<file path="src/rtl/pc_fetch_seq_pkg.sv">
`default_nettype none
// ============================================================================
// pc_fetch_seq_pkg : shared encodings for the MSP430 PC / fetch sequencer
// Rev 1.0
// ============================================================================
package pc_fetch_seq_pkg;

    localparam logic [15:0] RESET_VECTOR_DEF = 16'hFFFE;

    localparam logic [2:0] ST_BOOT    = 3'd0;
    localparam logic [2:0] ST_RST_VEC = 3'd1;
    localparam logic [2:0] ST_FETCH   = 3'd2;
    localparam logic [2:0] ST_DECODE  = 3'd3;
    localparam logic [2:0] ST_EXT     = 3'd4;
    localparam logic [2:0] ST_EXEC    = 3'd5;

    localparam logic [2:0] MPC_HOLD    = 3'd0;
    localparam logic [2:0] MPC_INC     = 3'd1;
    localparam logic [2:0] MPC_CALC    = 3'd2;
    localparam logic [2:0] MPC_MDB_SHL = 3'd3;
    localparam logic [2:0] MPC_MDB     = 3'd4;

    localparam logic [1:0] SRC_HOLD    = 2'd0;
    localparam logic [1:0] SRC_CALC    = 2'd1;
    localparam logic [1:0] SRC_MDB     = 2'd2;
    localparam logic [1:0] SRC_MDB_SHL = 2'd3;

    // Translate the execute unit's PC-update request into a mux select.
    function automatic logic [2:0] mpc_for_src(input logic [1:0] src);
        logic [2:0] sel;
        case (src)
            SRC_CALC:    sel = MPC_CALC;
            SRC_MDB:     sel = MPC_MDB;
            SRC_MDB_SHL: sel = MPC_MDB_SHL;
            default:     sel = MPC_HOLD;
        endcase
        return sel;
    endfunction

endpackage
`default_nettype wire

</file>
<file path="src/rtl/pc_fetch_seq.sv">
`default_nettype none
// ============================================================================
// pc_fetch_seq : PC register and fetch sequencer (vector, fetch, ext, update)
// Rev 1.0
// ============================================================================
module pc_fetch_seq
    import pc_fetch_seq_pkg::*;
#(
    parameter logic [15:0] RESET_VECTOR = RESET_VECTOR_DEF,
    parameter int          MAX_EXT      = 2
) (
    input  logic        clk,
    input  logic        rst_n,
    input  logic [15:0] MDB,
    input  logic        mem_rdy,
    input  logic [15:0] reg_PC_in,
    input  logic        dec_valid,
    input  logic [1:0]  dec_ext_cnt,
    input  logic        exec_done,
    input  logic [1:0]  exec_pc_src,
    output logic [2:0]  MPC,
    output logic [15:0] reg_PC_out,
    output logic [15:0] MAB,
    output logic        mem_rd,
    output logic [15:0] IR,
    output logic        ir_valid,
    output logic [15:0] ext0,
    output logic [15:0] ext1
);

    localparam logic [1:0] MAX_EXT_C = 2'(MAX_EXT);

    logic [2:0]  state_q,    state_d;
    logic [15:0] pc_q,       pc_d;
    logic [15:0] ir_q,       ir_d;
    logic        ir_valid_q, ir_valid_d;
    logic [15:0] ext0_q,     ext0_d;
    logic [15:0] ext1_q,     ext1_d;
    logic [1:0]  cnt_q,      cnt_d;
    logic        idx_q,      idx_d;

    // The PC reloads every cycle; holding is simply the mux selecting the PC.
    assign pc_d = reg_PC_in & 16'hFFFE;

    always_comb begin
        state_d    = state_q;
        ir_d       = ir_q;
        ir_valid_d = ir_valid_q;
        ext0_d     = ext0_q;
        ext1_d     = ext1_q;
        cnt_d      = cnt_q;
        idx_d      = idx_q;
        MPC        = MPC_HOLD;
        MAB        = 16'h0000;
        mem_rd     = 1'b0;
        case (state_q)
            ST_BOOT: begin
                state_d = ST_RST_VEC;
            end
            ST_RST_VEC: begin
                mem_rd = 1'b1;
                MAB    = RESET_VECTOR;
                if (mem_rdy) begin
                    MPC     = MPC_MDB;
                    state_d = ST_FETCH;
                end
            end
            ST_FETCH: begin
                mem_rd = 1'b1;
                MAB    = pc_q;
                if (mem_rdy) begin
                    ir_d       = MDB;
                    ir_valid_d = 1'b1;
                    MPC        = MPC_INC;
                    state_d    = ST_DECODE;
                end
            end
            ST_DECODE: begin
                if (dec_valid) begin
                    ir_valid_d = 1'b0;
                    idx_d      = 1'b0;
                    cnt_d      = (dec_ext_cnt > MAX_EXT_C) ? MAX_EXT_C : dec_ext_cnt;
                    state_d    = (dec_ext_cnt == 2'd0) ? ST_EXEC : ST_EXT;
                end
            end
            ST_EXT: begin
                mem_rd = 1'b1;
                MAB    = pc_q;
                if (mem_rdy) begin
                    if (idx_q) ext1_d = MDB;
                    else       ext0_d = MDB;
                    idx_d = 1'b1;
                    MPC   = MPC_INC;
                    cnt_d = cnt_q - 2'd1;
                    if (cnt_q == 2'd1) state_d = ST_EXEC;
                end
            end
            ST_EXEC: begin
                if (exec_done) begin
                    MPC     = mpc_for_src(exec_pc_src);
                    state_d = ST_FETCH;
                end
            end
            default: begin
                state_d = ST_BOOT;
            end
        endcase
    end

    always_ff @(posedge clk or negedge rst_n) begin
        if (!rst_n) begin
            state_q    <= ST_BOOT;
            pc_q       <= 16'h0000;
            ir_q       <= 16'h0000;
            ir_valid_q <= 1'b0;
            ext0_q     <= 16'h0000;
            ext1_q     <= 16'h0000;
            cnt_q      <= 2'd0;
            idx_q      <= 1'b0;
        end else begin
            state_q    <= state_d;
            pc_q       <= pc_d;
            ir_q       <= ir_d;
            ir_valid_q <= ir_valid_d;
            ext0_q     <= ext0_d;
            ext1_q     <= ext1_d;
            cnt_q      <= cnt_d;
            idx_q      <= idx_d;
        end
    end

    assign reg_PC_out = pc_q;
    assign IR         = ir_q;
    assign ir_valid   = ir_valid_q;
    assign ext0       = ext0_q;
    assign ext1       = ext1_q;

endmodule
`default_nettype wire

</file>
<file path="config.mk">
export PLATFORM = sky130hd
export DESIGN_NAME = pc_fetch_seq
export DESIGN_NICKNAME = d
export VERILOG_FILES = /design/src/rtl/pc_fetch_seq_pkg.sv /design/src/rtl/pc_fetch_seq.sv
export SDC_FILE = /design/constraint.sdc
export NUM_CORES = 1
export LEC_CHECK = 0
export BUFFER_PORTS_ARGS = -buffer_cell sky130_fd_sc_hd__buf_2
export CORE_UTILIZATION = 40
export CTS_CLUSTER_DIAMETER = 80
export DETAILED_ROUTE_END_ITERATION = 8
export GPL_TIMING_DRIVEN = 0
export PLACE_DENSITY = 0.69
export SYNTH_ARGS = -nofsm -noshare
export SYNTH_HDL_FRONTEND = slang
export SYNTH_SLANG_ARGS = --single-unit
</file>
<file path="constraint.sdc">
create_clock -name clk -period 3.12 [get_ports clk]
set_input_delay 0 -clock clk [delete_from_list [all_inputs] [get_ports clk]]
set_output_delay 0 -clock clk [all_outputs]
set_load 0.03 [all_outputs]
</file>
==> impl_metrics.yaml, run 1 <==
outcome:
  status: "finished clean"
sta:
  max_freq_ghz: 0.4682
  fin_ws_ps: 984.0
  finalCriticalPeriod_ps: 2136
  period_share: 0.6846
  holdWs_ps: 32.71
  relSlewSlack: 0.4226
  drv_slew: 0
  clock_skew_ps: 11.41
  grt_setup_unrepaired: "false"
  tns_ps: 0
  setup_violations: 0
  finalHoldViolations: 0
  worst_pin_slew_ps: 866.0
floorplanning:
  ioPinCount: 126
  die_w_um: 87.08
  initial_core_util: 0.4192
  coreArea_um2: 6907
  die-area_um2: 7582
  row_count: 30
  die_h_um: 87.08
place:
  gp_congestion: 0.7894
  place_inst: 410
  hpwl_um: 4372
  pre_cts_slack_ps: 1262
  port_buffers: 122
pwr:
  p_total_mw: 4.622
  p_sw_mw: 2.099
  sequentialPowerShare: 0.311
  p_int_mw: 2.522
  power_frac_clock: 0.156
  combPwrFrac: 0.534
  irDropWorstVdd_mv: 0.4906
  powerDensity_nw_per_um2: 1105
  p_sw_frac: 0.4542
  leakage_nw: 2.276
critical_path:
  crit_type: "reg2out"
  path_max_fanout: 10
  worstSetupStartpointType: "register"
  cp_data_arrival_time_ps: 2140
  worstPathRequired_ps: 3120
  cp-end-kind: "output pin"
route:
  wirelength_um: 6600
  drt-pass1-iter-count: 4
  drtIter0Drc: 97
  drt-vias-per-instance: 4.705
  wire_per_inst_um: 14.32
  drc: 0
  vias: 2169
  ant_nets: 0
clocking:
  clock_sinks: 70
  post-cts-setup-buffers: 0
  h-tree-depth: 3
  cts.reportedPaths.clkPinSlew_ps: 80
  clockBufferDepth: 2
  cts_tree: "done"
  clk_latency_ps: 330
  cts-root-buf: "clkbuf_8"
  cts_buffers: 9
synthesis:
  yosys.area.top_type: "dfrtp_1"
  ys_ff_latch: 70
  syn_avg_cell_area_um2: 15.16
  ys_warn_count: 0
  netlist_area_um2: 2895
  yosysUniqueCellTypes: 42
  synthTopCellsByArea: "dfrtp_1 61%, mux2_2 10%, mux2_4 5.2%, mux2_1 4.7%, a21o_1 4.4%"
  ys.flop_type: "dfrtp_1"
  synth_edf_count: 0
  yosys-top-cells-count: "70 x dfrtp_1, 26 x mux2_2, 17 x a21o_1"
  async_flop_share: 1.000
  synth_most_common_cell: "dfrtp_1"
  synth_top_area_frac: 0.6050
  netlist_instances: 191
  ys_seq_area_frac: 0.6050
global_route:
  grt_pass1_vias: 2193
  grt_first_pass_wirelength_um: 10380
  grt_overflow_total: 0
  grt_max_degree: 71
  antenna_found_initial: 0
  track_usage: 0.1826
worst_hold_path:
  hp-class: "in2reg"
final_layout:
  num-nets-final: 402
  drive_gt1_frac: 0.5233
  synthToLayoutAreaGrowth_pct: 44.43
  fin_cells: 461
  diodes: 0
job:
  drv_cap: 0
## per-layer routing
metal,GRT usage,routed length (um),vias up
li1,-,-,1015
met1,0.2261,2815,1070
met2,0.2906,3321,65
met3,0.05308,261,19
met4,0.09394,201,0
met5,0,0,-
## placed cells by master, fill, tap and decap left out, drive strengths merged, types with 2 or more instances in the layout
master       synthesis  final
buf                 10    132
dfrtp               70     70
mux2                48     48
dlygate4sd3          0     35
a21o                17     17
clkbuf               1     11
nand2b               6      6
a21oi                5      5
clkinv               0      4
inv                  3      3
nor2                 2      2
a211o                2      2
mux2i                2      2
conb                 1      2
nor3b                2      2
nand2                2      2
nor2b                2      2
## worst max-delay path, stage by stage, from the launching register on
cell and delay [ps]:
dfrtp_1 420, buf_2 190, or2b_1 290, a21oi_2 300
buf_2 270, a21o_1 140, buf_2 190
## power by group through the flow
stage | logic, mW | registers [mW] | clock network [mW]
3_3_place_gp | 2.40 | 1.44 | 0
4_1_cts | 2.47 | 1.44 | 0.740
3_5_place_dp | 2.43 | 1.46 | 0
6_report | 2.47 | 1.44 | 0.719
5_1_grt | 2.60 | 1.48 | 0.783
2_1_floorplan | 1.13 | 2.08 | 0
## repair_timing
action,CTS,global route
endpoints found under the hold margin,136,0
gates resized for setup,0,0
hold buffers,35,0
## cell families (layout without fill, tap and decap cells)
logic type               Yosys count  in the layout  synth area share
AND/OR/NAND/NOR                   24             24           0.06613
multiplexers                      50             50            0.2066
flip-flops                        70             70            0.6050
adder cells (fa/ha/maj)            1              1          0.004321
other                              1              2          0.001295
buffers and inverters             14            187           0.03673
AO/OA/AOI/OAI                     31             31           0.07995
## worst paths after layout
kind                             from         end  slack, ps  cells after the start
setup / recovery           state_q[2]      MAB[3]        980                      6
hold / removal                mem_rdy  state_q[1]         30                      3
setup reg to reg           state_q[2]      IR[11]       1260                      4
hold reg to reg                 IR[7]       IR[7]        480                      1
max in group asynchronous       rst_n       IR[6]       2230                      2
min in group asynchronous       rst_n    ir_valid        310                      2
## state kept, by name, summed over array words and instances, names as in the netlist
signal / flops
cnt_q: 2
ext1: 16
ir_valid: 1
ext0: 16
state_q: 3
reg_PC_out: 15
IR: 16
idx_q: 1
## final cells by class
class | count | area (um2)
plain buffers | 11 | 95.09
clock buffers | 10 | 137.6
clock inverters | 6 | 61.31
fillers | 602 | 2725
inverters | 3 | 11.26
multi-input cells | 108 | 1041
flip-flops and latches | 70 | 1752
well taps | 96 | 120.1
repair buffers | 157 | 963.4
## stage by stage
| step | instance area [um2] | util |
|---|---|---|
| floorplan | 2899 | - |
| global placement | 3630 | 0.5255 |
| detailed placement | 3632 | 0.5259 |
| CTS | 4182 | 0.6054 |
| global route | 4182 | 0.6054 |
| finish | 4182 | 0.6054 |
No activity file was read; power rests on OpenSTA's default activity.
==> inputs of run 2 (changes only) <==
--- a/config.mk
+++ b/config.mk
@@ -5,12 +5,13 @@
 export SDC_FILE = /design/constraint.sdc
 export NUM_CORES = 1
 export LEC_CHECK = 0
+export ABC_AREA = 1
 export BUFFER_PORTS_ARGS = -buffer_cell sky130_fd_sc_hd__buf_2
 export CORE_UTILIZATION = 40
 export CTS_CLUSTER_DIAMETER = 80
 export DETAILED_ROUTE_END_ITERATION = 8
 export GPL_TIMING_DRIVEN = 0
-export PLACE_DENSITY = 0.69
+export PLACE_DENSITY = 0.7
 export SYNTH_ARGS = -nofsm -noshare
 export SYNTH_HDL_FRONTEND = slang
 export SYNTH_SLANG_ARGS = --single-unit
==> constraint.sdc (replaced) <==
create_clock -name clk -period 2 [get_ports clk]
set_input_delay 0 -clock clk [delete_from_list [all_inputs] [get_ports clk]]
set_output_delay 0 -clock clk [all_outputs]
set_load 0.03 [all_outputs]
==> run 2 against run 1 <==
  * Clock skew is 6.3 ps lower
  * Sequential share of layout area increased by 0.71 points
  * Count of clock-buffer cells in the layout is the same
  * Critical path depth rose by 2
  * Flip-flop and latch count unchanged
  * Routed wire length up 15%
  * Clock power increased by 77%
==> impl_metrics.yaml, run 2 <==
floorplanning:
  die-area_um2: 7410
  coreArea_um2: 6794
  die_h_um: 86.08
  initial_core_util: 0.4162
  row_count: 30
  ioPinCount: 126
  die_w_um: 86.08
sta:
  period_share: 0.9041
  clock_skew_ps: 5.139
  finalHoldViolations: 0
  worst_pin_slew_ps: 880.3
  relSlewSlack: 0.4131
  grt_setup_unrepaired: "false"
  holdWs_ps: 39.53
  drv_slew: 0
  setup_violations: 0
  finalCriticalPeriod_ps: 1808
  tns_ps: 0
  max_freq_ghz: 0.5530
clocking:
  post-cts-setup-buffers: 0
  cts_buffers: 9
  cts-root-buf: "clkbuf_8"
  clockBufferDepth: 2
  h-tree-depth: 3
  cts_resized: 0
  cts.reportedPaths.clkPinSlew_ps: 70
  cts_tree: "done"
  clk_latency_ps: 340
  clock_sinks: 70
global_route:
  grt_overflow_total: 0
  track_usage: 0.2217
  grt_max_degree: 71
  grt_busiest_layer: "met2"
  grtUsageMet1: 0.2743
  met2_usage: 0.3672
  antenna_found_initial: 0
  grt_first_pass_wirelength_um: 12450
  grt_pass1_vias: 2619
  grtUsageMet3: 0.06545
final_layout:
  final_common_cell: "buf_2"
  mostFrequentLayoutCells: "123 x buf_2, 100 x nand2_1, 70 x dfrtp_1"
  num-nets-final: 510
  diodes: 0
  drive_gt1_frac: 0.3496
  synthToLayoutAreaGrowth_pct: 45.40
place:
  hpwl_um: 5111
  port_buffers: 122
  gp_congestion: 0.8099
synthesis:
  async_flop_share: 1.000
  yosysUniqueCellTypes: 20
  netlist_area_um2: 2828
  ys_warn_count: 0
  syn_avg_cell_area_um2: 9.363
  ys_ff_latch: 70
  synth_fa_ha_area_frac: 0.004425
  ys_seq_area_frac: 0.6195
  synth_top_family_by_area: "simple AND/OR/NAND/NOR gates"
  synthSimpleGateAreaFrac: 0.1876
  synth_top_area_frac: 0.6195
  muxShareOfSynthArea: 0
  synthTopCellsByArea: "dfrtp_1 62%, nand2_1 13%, o21ai_1 8.8%, inv_1 3.6%, buf_6 2.0%"
  yosys.area.top_type: "dfrtp_1"
  synth_xor_area_frac: 0
  synth-compound-area-share: 0.1035
  synth_most_common_cell: "nand2_1"
  synth_edf_count: 0
  netlist_instances: 302
  yosys-top-cells-count: "100 x nand2_1, 70 x dfrtp_1, 50 x o21ai_1"
  ys.flop_type: "dfrtp_1"
critical_path:
  path_max_fanout: 10
  worstPathRequired_ps: 2000
  worstSetupStartpointType: "register"
  cp_data_arrival_time_ps: 1810
  cp-end-kind: "output pin"
  crit_type: "reg2out"
pwr:
  p_sw_frac: 0.4819
  powerDensity_nw_per_um2: 1746
  leakage_nw: 2.299
  combPwrFrac: 0.507
  sequentialPowerShare: 0.315
  irDropWorstVdd_mv: 1.007
  p_sw_mw: 3.459
  p_int_mw: 3.719
  power_frac_clock: 0.177
route:
  wirelength_um: 7588
  wire_per_inst_um: 13.36
  drc: 0
  drtIter0Drc: 125
  drt-pass1-iter-count: 5
  ant_nets: 0
  drt-vias-per-instance: 4.553
  vias: 2586
outcome:
  status: "finished clean"
worst_hold_path:
  hp-class: "in2reg"
job:
  drv_cap: 0
run 2: worst paths after layout:
check                                     from             end  slack [ps]  cells past startpoint
worst min register to register        ext1[11]        ext1[11]         490                      2
worst max-delay path                state_q[2]          MPC[0]         190                      8
max in group asynchronous                rst_n  reg_PC_out[14]        1110                      2
min in group asynchronous                rst_n        ext0[11]         300                      2
worst max register to register      state_q[2]           IR[6]         550                      8
worst min-delay path            dec_ext_cnt[0]        cnt_q[0]          40                      5
run 2: repair_timing:
| item | CTS | global route |
|---|---|---|
| hold buffers | 33 | 0 |
| endpoints found under the hold margin | 134 | 0 |
| endpoints found under the setup margin | 0 | 6 |
run 2: power by group through the flow:
stage                     logic, mW  registers (mW)  clock network (mW)
after global placement         3.55            2.25                   0
after CTS                      3.67            2.27                1.30
final                          3.64            2.26                1.27
after floorplan                1.56            3.24                   0
after global routing           3.96            2.33                1.38
after detailed placement       3.62            2.28                   0
run 2: per-layer routing:
metal / vias up / share of wire
li1: 1277 / -
met1: 1192 / 0.42
met2: 105 / 0.49
met3: 12 / 0.071
met4: 0 / 0.016
met5: - / 0
run 2: kinds of logic after synthesis:
logic type	count (synthesis)
adders and majority gates	1
AOI/OAI and AO/OA	58
and+or+nand+nor	125
other	1
DFF	70
buffers and inverters	47
run 2: area by class of cell:
| class | count | area, um2 |
|---|---|---|
| Multi-Input combinational cell | 186 | 843.3 |
| Tap cell | 96 | 120.1 |
| Sequential cell | 70 | 1752 |
| Timing Repair Buffer | 155 | 943.4 |
| Clock buffer | 10 | 137.6 |
| Inverter | 33 | 123.9 |
| Buffer | 13 | 107.6 |
| Clock inverter | 5 | 83.83 |
| Fill cell | 598 | 2683 |
run 2: worst max-delay path, cell delays in order (launching register included):
cell	delay [ps]
dfrtp_1	360
buf_2	170
nor2_2	130
nand2_1	120
inv_2	90
nand2_2	100
buf_6	180
nand3_1	110
buf_2	210
run 2: through the flow:
step / setup slack, ps / area (um2) / util / std cells / total power, mW
2_1_floorplan: 515.5 / 2831 / - / 303 / 4.793
3_3_place_gp: 541.7 / 3562 / 0.5243 / 521 / 5.803
3_5_place_dp: 499.9 / 3565 / 0.5247 / 521 / 5.897
4_1_cts: 105.9 / 4116 / 0.6059 / 569 / 7.238
5_1_grt: 48.11 / 4111 / 0.6052 / 568 / 7.666
6_report: 191.8 / 4111 / 0.6052 / 568 / 7.179
